## src/rtl/uart_tx_cfg.sv

```systemverilog
// Runtime-configurable UART transmitter: start bit, DATA_WIDTH data bits LSB first,
// optional even/odd parity and one or two stop bits, with a per-frame baud prescaler.
`timescale 1ns/1ps
module uart_tx_cfg #(
  parameter int DATA_WIDTH = 8,
  parameter int PRESC_W    = 16
) (
  input  logic                  CLK,
  input  logic                  RST,
  input  logic [DATA_WIDTH-1:0] P_DATA,
  input  logic                  DATA_VALID,
  output logic                  DATA_READY,
  input  logic                  PAR_EN,
  input  logic                  PAR_TYP,
  input  logic                  STOP2,
  input  logic [PRESC_W-1:0]    PRESCALE,
  output logic                  TX_OUT,
  output logic                  Busy,
  output logic                  FRAME_DONE
);

  localparam int BIT_W = (DATA_WIDTH > 1) ? $clog2(DATA_WIDTH) : 1;

  typedef enum logic [2:0] {
    ST_IDLE   = 3'd0,
    ST_START  = 3'd1,
    ST_DATA   = 3'd2,
    ST_PARITY = 3'd3,
    ST_STOP   = 3'd4
  } state_t;

  function automatic logic parity_f(input logic [DATA_WIDTH-1:0] d, input logic odd);
    return odd ? ~^d : ^d;
  endfunction

  state_t                  state_q;
  logic [DATA_WIDTH-1:0]   sh_q;
  logic [BIT_W-1:0]        bit_q;
  logic                    par_bit_q;
  logic                    par_en_q;
  logic                    stop2_q;
  logic                    stop_idx_q;
  logic [PRESC_W-1:0]      presc_m1_q;
  logic [PRESC_W-1:0]      cnt_q;
  logic                    tx_q;
  logic                    busy_q;
  logic                    ready_q;
  logic                    done_q;

  logic                    accept_s;
  logic                    final_stop_s;
  logic                    one_cyc_bit_s;
  logic [PRESC_W-1:0]      presc_m1_s;

  // Handshake and timing helpers; a PRESCALE of zero behaves like one.
  always_comb begin
    accept_s      = ready_q & DATA_VALID;
    final_stop_s  = (state_q == ST_STOP) && (stop_idx_q == stop2_q);
    one_cyc_bit_s = (presc_m1_q == {PRESC_W{1'b0}});
    if (PRESCALE == {PRESC_W{1'b0}}) begin
      presc_m1_s = {PRESC_W{1'b0}};
    end else begin
      presc_m1_s = PRESCALE - {{(PRESC_W-1){1'b0}}, 1'b1};
    end
  end

  // Frame sequencer; all outputs are registered to reflect the state of the following cycle.
  always_ff @(posedge CLK) begin
    if (RST) begin
      state_q    <= ST_IDLE;
      sh_q       <= {DATA_WIDTH{1'b0}};
      bit_q      <= {BIT_W{1'b0}};
      par_bit_q  <= 1'b0;
      par_en_q   <= 1'b0;
      stop2_q    <= 1'b0;
      stop_idx_q <= 1'b0;
      presc_m1_q <= {PRESC_W{1'b0}};
      cnt_q      <= {PRESC_W{1'b0}};
      tx_q       <= 1'b1;
      busy_q     <= 1'b0;
      ready_q    <= 1'b0;
      done_q     <= 1'b0;
    end else if (accept_s) begin
      state_q    <= ST_START;
      sh_q       <= P_DATA;
      bit_q      <= {BIT_W{1'b0}};
      par_bit_q  <= parity_f(P_DATA, PAR_TYP);
      par_en_q   <= PAR_EN;
      stop2_q    <= STOP2;
      stop_idx_q <= 1'b0;
      presc_m1_q <= presc_m1_s;
      cnt_q      <= presc_m1_s;
      tx_q       <= 1'b0;
      busy_q     <= 1'b1;
      ready_q    <= 1'b0;
      done_q     <= 1'b0;
    end else if (state_q != ST_IDLE && cnt_q != {PRESC_W{1'b0}}) begin
      // Mid-bit: hold the line, flag the last cycle of the final stop bit one cycle ahead.
      cnt_q   <= cnt_q - {{(PRESC_W-1){1'b0}}, 1'b1};
      ready_q <= final_stop_s && (cnt_q == {{(PRESC_W-1){1'b0}}, 1'b1});
      done_q  <= final_stop_s && (cnt_q == {{(PRESC_W-1){1'b0}}, 1'b1});
    end else begin
      cnt_q   <= presc_m1_q;
      ready_q <= 1'b0;
      done_q  <= 1'b0;
      case (state_q)
        ST_IDLE: begin
          tx_q    <= 1'b1;
          busy_q  <= 1'b0;
          ready_q <= 1'b1;
        end
        ST_START: begin
          state_q <= ST_DATA;
          bit_q   <= {BIT_W{1'b0}};
          tx_q    <= sh_q[0];
        end
        ST_DATA: begin
          if (bit_q == BIT_W'(DATA_WIDTH - 1)) begin
            stop_idx_q <= 1'b0;
            if (par_en_q) begin
              state_q <= ST_PARITY;
              tx_q    <= par_bit_q;
            end else begin
              state_q <= ST_STOP;
              tx_q    <= 1'b1;
              ready_q <= one_cyc_bit_s && !stop2_q;
              done_q  <= one_cyc_bit_s && !stop2_q;
            end
          end else begin
            bit_q <= bit_q + {{(BIT_W-1){1'b0}}, 1'b1};
            sh_q  <= sh_q >> 1;
            tx_q  <= sh_q[1];
          end
        end
        ST_PARITY: begin
          state_q    <= ST_STOP;
          stop_idx_q <= 1'b0;
          tx_q       <= 1'b1;
          ready_q    <= one_cyc_bit_s && !stop2_q;
          done_q     <= one_cyc_bit_s && !stop2_q;
        end
        ST_STOP: begin
          if (!final_stop_s) begin
            stop_idx_q <= 1'b1;
            tx_q       <= 1'b1;
            ready_q    <= one_cyc_bit_s;
            done_q     <= one_cyc_bit_s;
          end else begin
            state_q <= ST_IDLE;
            tx_q    <= 1'b1;
            busy_q  <= 1'b0;
            ready_q <= 1'b1;
          end
        end
        default: begin
          state_q <= ST_IDLE;
          tx_q    <= 1'b1;
          busy_q  <= 1'b0;
          ready_q <= 1'b1;
        end
      endcase
    end
  end

  assign TX_OUT     = tx_q;
  assign Busy       = busy_q;
  assign DATA_READY = ready_q;
  assign FRAME_DONE = done_q;

endmodule

```

## config.mk

```make
export PLATFORM = sky130hd
export DESIGN_NAME = uart_tx_cfg
export DESIGN_NICKNAME = d
export VERILOG_FILES = /design/src/rtl/uart_tx_cfg.sv
export SDC_FILE = /design/constraint.sdc
export NUM_CORES = 1
export LEC_CHECK = 0
export ABC_AREA = 1
export BUFFER_PORTS_ARGS = -buffer_cell sky130_fd_sc_hd__buf_2
export CORE_MARGIN = 2
export CORE_UTILIZATION = 44
export DETAILED_ROUTE_END_ITERATION = 6
export PLACE_DENSITY_LB_ADDON = 0.08
export SYNTH_ARGS = -nofsm -noshare
export SYNTH_HDL_FRONTEND = slang
export SYNTH_SLANG_ARGS = --single-unit
```

## constraint.sdc

```tcl
create_clock -name CLK -period 1.9 [get_ports CLK]
set_input_delay 0.285 -clock CLK [delete_from_list [all_inputs] [get_ports CLK]]
set_output_delay 0.285 -clock CLK [all_outputs]
set_load 0.005 [all_outputs]
```

==> summary.md, run 1 <==
| Metric | Value |
|---|---|
| Worst-Margin Slew | around 0.6 ns |
| Synth Instances | 500 |
| Vias/cell | about 4.7 |
| Core area | slightly above 0.007 mm^2 |
| Clock Tree Buf Depth | 2 |
| DRC | 0 |
| Max IR drop VDD | roughly 0.44 mV |
| Yosys top cell by area | dfxtp_1 |
| P_leak | approximately 1.7 nW |
| Post-route cell area | ~0.0036 mm^2 |
| Wirelength per Cell | about 11 um |
| Layout cells sized above 1 | 0.165 |
| Post-synth top area share | 0.333 |
| Syn. warnings | 0 |
| Final period demand of the worst path | 1.67 ns |
| Top-Level Pins | 34 |
| Antenna violations before repair | 0 |
| WP data required | between 2 and 2.5 ns |
| Clk Latency, worst-skew pair | about 0.31 ns |
| Leading post-synthesis cells by cell area | dfxtp_1 (33%), nand2_1 (16%), nor2_1 (6.8%), inv_1 (6.0%), nand3_1 (5.7%) |
| Vias in the first global route | approximately 2,800 |
| Syn nets | about 540 |
| Fin nets | between 500 and 600 |
| Final setup viols | 0 |
| Cell variety after synth | 31 |
| Largest net degree at the start of global routing | 33 |
| Syn_area_per_cell | 6.49 um^2 |
| GRT overflow | 0 |
| Fin Setup TNS | 0 ns |
| N_diodes | 0 |
| Post-layout util | 0.499 |
| Worst hold margin | ~0.18 ns |
| Clock transition at path regs | ~0.10 ns |
| Period utilization | 0.879 |
| WL final | 7090 um |
| Commonest non-fill, non-tap cell in the layout | nand2_1 |
| Post-DRT Antenna Nets | 0 |
| Data arrival, critical path | roughly 1.9 ns |
| CP Launch Type | register |
| CTS tree | done |
| Hold Fails Final Rpt | 0 |
| Post-DP HPWL | approximately 5500 um |
| DR pass1 iterations | 4 |
| Die Ht | 89.9 um |
| PD cells | 1380 mW/mm^2 |
| Starting Density | 0.450 |
| Hold_sp | PAR_EN |
| CTS buffer count | 5 |
| IO Port Bufs | 33 |
| CP startpoint | cnt_q[5]$_SDFF_PP0_ |
| Hold_buf cts | 0 |
| Placed insts | ~630 |
| Routability cong. | 0.900 |
| Top fanout value on the critical path | 16 |
| Die area | roughly 0.008 mm^2 |
| Synthesized flop and latch total | 54 |
| DIE WIDTH | around 90 um |
| Clock Skews | approximately 0.011 ns |
| Cell Area, Placed | ~0.0035 mm^2 |
| First-pass GRT wire length | 12,600 um |
| Initial DRC Count | 92 |
| Clock Sinks | 54 |
| Most frequent cells in the layout | nand2_1 (141), nor2_1 (58), dfxtp_1 (54), inv_1 (52), nand3_1 (37) |
| Syn Std Cell Area | about 0.0032 mm^2 |
| Crit Path Category | reg2reg |
| Global Route Usage Sum | 0.186 |
| Total number of vias | ~3,000 |
| Max-slew violations | 0 |
| Max-Cap Viols | 0 |
| F_max | 599 MHz |
| CTS root buf | clkbuf_8 |
| Finished Layout Cells | about 630 |
| Area grow syn2layout | 10.8% |
| HP Class | in2reg |
| Critical path endpoint category | register |
| Seq/Total Area, Yosys | 0.333 |
| H-tree depth | 2 |
| Worst slew margin | 0.590 |
| Critical R2R Launch | cnt_q[5]$_SDFF_PP0_ |
| Reg2reg setup slack | around 0.23 ns |
| Status | completed |
| RSZ-0062 raised after global routing | no |
| Standard-cell rows | 31 |
[logic make-up after synthesis]
| family | share of synthesized area |
|---|---|
| AND/OR/NAND/NOR | 0.387 |
| buffers and inverters | 0.0921 |
| AO/OA/AOI/OAI | 0.0906 |
| flip-flops | 0.333 |
| XOR/XNOR | 0.0702 |
| adder cells (fa/ha/maj) | 0.0270 |
[metrics by stage]
step / power [mW] / setup slack (ns)
2_1_floorplan: 3.79 / 0.456
3_3_place_gp: 4.32 / 0.181
3_5_place_dp: 4.32 / 0.162
4_1_cts: 4.97 / 0.168
5_1_grt: 5.49 / 0.00972
6_report: 4.98 / 0.230
[cells in the mapped netlist (all sizes together)]
library cell and instances:
xnor2 9, clkbuf 3, nand3b 4, or2 3, ha 7, o21bai 1
buf 8, xor2 17, a21oi 11, nor2 82, nor3 3, clkinv 2
nand4 3, o211ai 1, inv 60, dfxtp 54, nor4 1, nand2 149
nand3 38, o21ai 44
[final cells by class]
cell class / instances / area (um^2)
clock buffer: 5 / 68.8
fill: 795 / 3620
timing repair buffer: 38 / 203
multi-input combinational: 373 / 1870
tap: 99 / 124
sequential: 54 / 1080
clock inverter: 2 / 15.0
inverter: 62 / 233
[state kept, by name, indices dropped and copies added (netlist names), 3 cells and up]
| name | flops |
|---|---|
| cnt_q | 16 |
| presc_m1_q | 16 |
| state_q | 3 |
| sh_q | 8 |
| bit_q | 3 |
[report_power, final]
group | internal, mW | leakage (nW) | switching [mW]
combinational | 0.990 | 1.25 | 1.70
sequential | 1.43 | 0.441 | 0.234
clock | 0.253 | 0.0362 | 0.381
[final timing paths]
path,to,cells past startpoint
setup / recovery,sh_q[1]$_SDFFE_PP0P_,10
hold / removal,par_en_q$_SDFFE_PP0P_,3
setup reg to reg,sh_q[1]$_SDFFE_PP0P_,10
hold reg to reg,presc_m1_q[9]$_SDFFE_PP0P_,2
[metal layers]
metal,global-route usage,up-vias,part of all wire
li1,-,1619,-
met1,0.241,1294,0.48
met2,0.320,61,0.47
met3,0.0277,8,0.038
met4,0.0603,0,0.014
met5,0,-,0
[critical path, cell delays in order, from the launching register on]
cell and delay (ns):
dfxtp_1 0.36, nor2_1 0.14, nand2_1 0.13, nor2_2 0.17, nand3_4 0.11, nand2_4 0.18, nand2_4 0.08, nand2_4 0.19
nand2_1 0.07, nand2_1 0.08, nor2_2 0.04
[repair_timing]
item / 4_1_cts / 5_1_grt
gates resized for setup: 0 / 2
setup buffers: 0 / 0
endpoints found under the setup margin: 0 / 2
No activity file was read; power rests on OpenSTA's default activity.
==> run 2, diff against run 1 <==
- BUFFER_PORTS_ARGS: -buffer_cell sky130_fd_sc_hd__buf_2 -> not set
- DONT_BUFFER_PORTS: not set -> 1
==> run 2 against run 1 <==
  * Register-to-register slack worse by 0.099 ns
  * Sequential power about the same
  * First-iteration DRC count is 3.3% lower
  * Worst setup slack worse by 0.099 ns
  * Critical endpoint is now cnt_q[14]$_SDFF_PP0_
  * Largest cell class unchanged
  * Sequential share of layout area grew 1.4 points
  * Die area did not move
  * Highest routed layer unchanged
  * Largest power group unchanged
  * Cell area decreased by 4.6%
  * Hold slack got worse by 0.086 ns
  * Core utilization fell by 2.3 points
  * Wire length increased by 0.80%
  * Via count decreased by 3.5%
  * Global-route usage down 0.16 points
==> summary.md, run 2 (synthesis results as in run 1) <==
| Metric | Value |
|---|---|
| DRC | 0 (unchanged) |
| # fillers | 795 (unchanged) |
| Worst hold margin | 0.0893 ns (-0.0862 ns) |
| GRT overflow | 0 (unchanged) |
| Cell mode on critical path | nand3_1 |
| Layout cells sized above 1 | 0.108 (-0.0570) |
| First-pass GRT wire length | 12,400 um (-2.1%) |
| Cell Area, Placed | 0.00333 mm^2 (-4.9%) |
| Worst slew margin | 0.627 (+0.0364) |
| Post-DRT Antenna Nets | 0 (unchanged) |
| Crit Path Category | reg2reg |
| Clock transition at path regs | 0.10 ns (about the same) |
| RSZ-0062 raised after global routing | yes |
| Routability cong. | 0.856 (-4.9%) |
| PD cells | 1430 mW/mm^2 (+3.7%) |
| DR pass1 iterations | 4 (unchanged) |
| Critical path endpoint category | register |
| CTS root buf | clkbuf_8 |
| Clock Skews | 0.0127 ns (+0.00166 ns) |
| H-tree depth | 2 (unchanged) |
| HP Class | in2reg |
| Clock Tree Buf Depth | 2 (unchanged) |
| Data arrival, critical path | 1.98 ns (+0.10 ns) |
| Post-route cell area | 0.00343 mm^2 (-4.6%) |
| Starting Density | 0.450 (unchanged) |
| CTS tree | done |
| Total number of vias | 2,879 (-3.5%) |
| Max incr delay on CP | 0.33 ns (-0.03 ns) |
| WL final | 7150 um (+0.80%) |
| Top-Level Pins | 34 (unchanged) |
| Vias/cell | 4.80 (+1.9%) |
| Worst-Margin Slew | 0.559 ns (-0.0554 ns) |
| Post-layout util | 0.476 (-0.0229) |
| IO Port Bufs | 0 (-100%) |
| Final setup viols | 0 (unchanged) |
| Hold Fails Final Rpt | 0 (unchanged) |
| WP data required | 2.11 ns (about the same) |
| Top fanout value on the critical path | 5 (-11) |
| Initial DRC Count | 89 (-3.3%) |
| Commonest non-fill, non-tap cell in the layout | nand2_1 |
| Status | completed |
| Slowest CP cell | dfxtp_1 |
| Clock Sinks | 54 (unchanged) |
| Antenna violations before repair | 0 (unchanged) |
| Largest net degree at the start of global routing | 33 (unchanged) |
| N_diodes | 0 (unchanged) |
| Core area | 0.00721 mm^2 (unchanged) |
| F_max | 565 MHz (-5.6%) |
| Period utilization | 0.931 (+0.0520) |
| Vias in the first global route | 2,738 (-3.4%) |
| Max-slew violations | 0 (unchanged) |
| Standard-cell rows | 31 (unchanged) |
| Fin nets | 537 (-6.0%) |
| CP Launch Type | register |
| Most frequent cells in the layout | nand2_1 (141), nor2_1 (59), dfxtp_1 (54), inv_1 (52), nand3_1 (37) |
| Final period demand of the worst path | 1.77 ns (+0.0988 ns) |
| CTS buffer count | 5 (unchanged) |
| DIE WIDTH | 89.9 um (unchanged) |
| Clk Latency, worst-skew pair | 0.31 ns (about the same) |
| P_leak | 1.60 nW (-7.3%) |
| Area grow syn2layout | 5.74% |
| Die Ht | 89.9 um (unchanged) |
| Finished Layout Cells | 600 (-5.2%) |
| Placed insts | 592 (-5.4%) |
| Max-Cap Viols | 0 (unchanged) |
| Cell Chain, Critical Path | inv_1 -> ha_1 -> nand3_1 -> nor2_1 -> nand2_1 -> o21ai_1 -> nand3_1 -> nand3_1 -> nand2_1 |
| Die area | 0.00808 mm^2 (unchanged) |
| Global Route Usage Sum | 0.185 (-0.00165) |
| Wirelength per Cell | 11.9 um (+6.3%) |
| Post-DP HPWL | 5430 um (-1.4%) |
| Max IR drop VDD | 0.502 mV (+15%) |
| Regs by FF count | cnt_q x16, presc_m1_q x16, sh_q x8 |
| Post-CTS sizing | 0 (unchanged) |
-- run 2: final cells by class --
type / instances / area (um^2) / share of cell area
Multi-Input combinational cell: 373 / 1870 / 0.544
Timing Repair Buffer: 4 / 30.0 / 0.00875
Tap cell: 99 / 124 / 0.0361
Sequential cell: 54 / 1080 / 0.315
Inverter: 62 / 233 / 0.0678
Clock buffer: 6 / 82.6 / 0.0241
Clock inverter: 2 / 16.3 / 0.00474
-- run 2: where the power goes --
group / internal (mW) / total, mW / leakage, nW / switching (mW)
logic: 0.920 / 2.56 / 1.11 / 1.64
clock network: 0.301 / 0.695 / 0.0478 / 0.394
registers: 1.43 / 1.66 / 0.441 / 0.239
total: 2.65 / 4.92 / 1.60 / 2.28
-- run 2: critical path, delay by kind of cell (launching register included) --
kind | cells | cell delay (ns)
buffers and inverters | 1 | 0.15
DFF | 1 | 0.33
and+or+nand+nor | 6 | 0.82
AOI/OAI and AO/OA | 1 | 0.16
adders and majority gates | 1 | 0.22
-- run 2: path summary, 6_finish.rpt --
kind                         startpoint                    endpoint  slack (ns)  cells after the start
max                 cnt_q[0]$_SDFF_PP0_        cnt_q[14]$_SDFF_PP0_        0.13                      9
min                              PAR_EN       par_en_q$_SDFFE_PP0P_        0.09                      2
max reg2reg         cnt_q[0]$_SDFF_PP0_        cnt_q[14]$_SDFF_PP0_        0.13                      9
min reg2reg  presc_m1_q[9]$_SDFFE_PP0P_  presc_m1_q[9]$_SDFFE_PP0P_        0.47                      2
-- run 2: routing by layer --
metal	part of all wire	global-route usage
met5	0	0
met4	0.014	0.0526
met3	0.039	0.0319
met2	0.46	0.321
met1	0.49	0.235
-- run 2: per-stage QoR --
step	setup TNS, ns	total power [mW]	worst slack, ns
4_1_cts	0	4.96	0.112
3_5_place_dp	0	4.24	0.139
3_3_place_gp	0	4.23	0.171
5_1_grt	-0.0940	5.41	-0.0199
6_report	0	4.92	0.132
2_1_floorplan	0	3.79	0.456
-- run 2: timing repair --
action	4_1_cts	5_1_grt
endpoints found under the setup margin	0	8
hold buffers	0	0
buffers inserted	0	0
==> run 3, diff against run 2 <==
- clock period: 1.9 -> 2 ns (I/O delays scaled with it)
==> run 3 against run 2 <==
  * Clock power up 5.6%
  * Clock skew fell by 0.0013 ns
  * Count of clock-buffer cells in the layout unchanged
  * Global-route usage is 0.17 points lower
==> summary.md, run 3 (synthesis results as in run 1) <==
| Metric | Value |
|---|---|
| Hold_buf cts | 0 (unchanged) |
| Layout cells sized above 1 | 0.102 (-0.00558) |
| Initial DRC Count | 77 (-13%) |
| Core area | 0.00721 mm^2 (unchanged) |
| H-tree depth | 2 (unchanged) |
| CP top delay family | simple AND/OR/NAND/NOR gates |
| Fin Setup TNS | 0 ns (unchanged) |
| WL final | 7090 um (-0.85%) |
| WP data required | 2.25 ns (+0.14 ns) |
| Status | completed |
| Vias/cell | 4.80 (+0.13%) |
| CTS buffer count | 5 (unchanged) |
| CTS root buf | clkbuf_8 |
| Post-CTS setup buffer count | 0 (unchanged) |
| Pre-CTS setup slack | 0.249 ns (+0.109 ns) |
| Total number of vias | 2,873 (-0.21%) |
| Starting Density | 0.450 (unchanged) |
| Post-CTS sizing | 0 (unchanged) |
| Vias in the first global route | 2,713 (-0.91%) |
| Final setup margin | 0.270 ns (+0.138 ns) |
| HP Class | in2reg |
| CP bufs+invs | 1 (unchanged) |
| Area grow syn2layout | 5.63% |
| Wirelength per Cell | 11.9 um (-0.52%) |
| Post-DRT Antenna Nets | 0 (unchanged) |
| F_max | 578 MHz (+2.2%) |
| DRC | 0 (unchanged) |
| Max-slew violations | 0 (unchanged) |
| # fillers | 810 (+1.9%) |
| Max incr delay on CP | 0.47 ns (+0.14 ns) |
| Hold Fails Final Rpt | 0 (unchanged) |
| GRT overflow | 0 (unchanged) |
| Routability cong. | 0.892 (+4.3%) |
| Period utilization | 0.865 (-0.0656) |
| P_leak | 1.59 nW (-0.45%) |
| Top-Level Pins | 34 (unchanged) |
| Largest net degree at the start of global routing | 33 (unchanged) |
| Clock transition at path regs | 0.10 ns (about the same) |
| PD cells | 1380 mW/mm^2 (-3.7%) |
| Most frequent cells in the layout | nand2_1 (141), nor2_1 (59), dfxtp_1 (54), inv_1 (52), nand3_1 (37) |
| Regs by FF count | cnt_q x16, presc_m1_q x16, sh_q x8 |
| CP Launch Type | register |
| First-pass GRT wire length | 12,300 um (-0.40%) |
| Commonest non-fill, non-tap cell in the layout | nand2_1 |
| Top fanout value on the critical path | 13 (+8) |
| Standard-cell rows | 31 (unchanged) |
| IO Port Bufs | 0 (unchanged) |
| Global Route Usage Sum | 0.183 (-0.00175) |
| Max IR drop VDD | 0.396 mV (-21%) |
| Crit Path Category | reg2reg |
| Data arrival, critical path | 1.98 ns (about the same) |
| Die area | 0.00808 mm^2 (unchanged) |
| DR pass1 iterations | 6 (+2) |
| Critical path endpoint category | register |
| Antenna violations before repair | 0 (unchanged) |
| Worst-Margin Slew | 0.618 ns (+0.0586 ns) |
| Clock Sinks | 54 (unchanged) |
| Cell Chain, Critical Path | nand2_2 -> inv_2 -> nor2_1 -> nand3_1 -> o21ai_1 -> o21ai_0 -> nand2_1 |
| Final period demand of the worst path | 1.73 ns (-0.0382 ns) |
| RSZ-0062 raised after global routing | no |
| Final setup viols | 0 (unchanged) |
| DIE WIDTH | 89.9 um (unchanged) |
| Worst slew margin | 0.588 (-0.0385) |
| N_diodes | 0 (unchanged) |
| Die Ht | 89.9 um (unchanged) |
| Max-Cap Viols | 0 (unchanged) |
| Clock Skews | 0.0114 ns (-0.00134 ns) |
| Post-DP HPWL | 5520 um (+1.7%) |
| Clock Tree Buf Depth | 2 (unchanged) |
| Slowest CP cell | nand3_1 |
| Clk Latency, worst-skew pair | 0.30 ns (about the same) |
| Fin nets | 535 (-0.37%) |
| CTS tree | done |
## run 3: cell types whose count changed in the layout (fill, tap and decap cells not counted)
cell	before	now
buf_4	4	2
bufinv_16	0	1
clkbuf_1	0	1
clkbuf_8	6	5
inv_6	1	0
## run 3: layout make-up
type                            count  area (um^2)  area share
Clock buffer                        6         72.6      0.0212
Clock inverter                      2         37.5      0.0109
Inverter                           62          233      0.0679
Multi-Input combinational cell    373         1870       0.544
Sequential cell                    54         1080       0.315
Tap cell                           99          124      0.0361
Timing Repair Buffer                2         15.0     0.00438
## run 3: final timing paths
check,startpoint,end,slack [ns],cells after the start
setup / recovery,DATA_READY$_SDFF_PP0_,cnt_q[4]$_SDFF_PP0_,0.27,7
hold / removal,P_DATA[7],sh_q[7]$_SDFFE_PP0P_,0.12,2
setup reg to reg,DATA_READY$_SDFF_PP0_,cnt_q[4]$_SDFF_PP0_,0.27,7
hold reg to reg,bit_q[1]$_SDFFE_PP0P_,bit_q[1]$_SDFFE_PP0P_,0.47,2
## run 3: metrics by stage
| stage | utilization | total power, mW | instances | instance area (um^2) | hold WS (ns) |
|---|---|---|---|---|---|
| finish | 0.475 | 4.74 | 598 | 3430 | 0.117 |
| global route | 0.475 | 5.21 | 598 | 3430 | 0.130 |
| CTS | 0.475 | 4.79 | 598 | 3430 | 0.108 |
| detailed placement | 0.460 | 4.04 | 590 | 3320 | 0.423 |
| global placement | 0.460 | 4.03 | 590 | 3320 | 0.422 |
| floorplan | - | 3.60 | 500 | 3250 | 0.410 |
## run 3: metal layers
metal | wire, um | track usage | part of all wire
met1 | 3520 | 0.241 | 0.50
met2 | 3310 | 0.316 | 0.47
met3 | 206 | 0.0285 | 0.029
met4 | 48 | 0.0423 | 0.0068
met5 | 0 | 0 | 0
## run 3: where the power goes
group / total [mW] / switching (mW) / internal [mW]
clock: 0.734 / 0.360 / 0.374
sequential: 1.59 / 0.232 / 1.35
combinational: 2.42 / 1.55 / 0.868
total: 4.74 / 2.14 / 2.60
## run 3: worst register-to-register path, cell delays in order, from the launching register on
cell and delay (ns):
dfxtp_1 0.34, nand2_2 0.14, inv_2 0.10, nor2_1 0.21, nand3_1 0.48, o21ai_1 0.24
o21ai_0 0.11, nand2_1 0.06
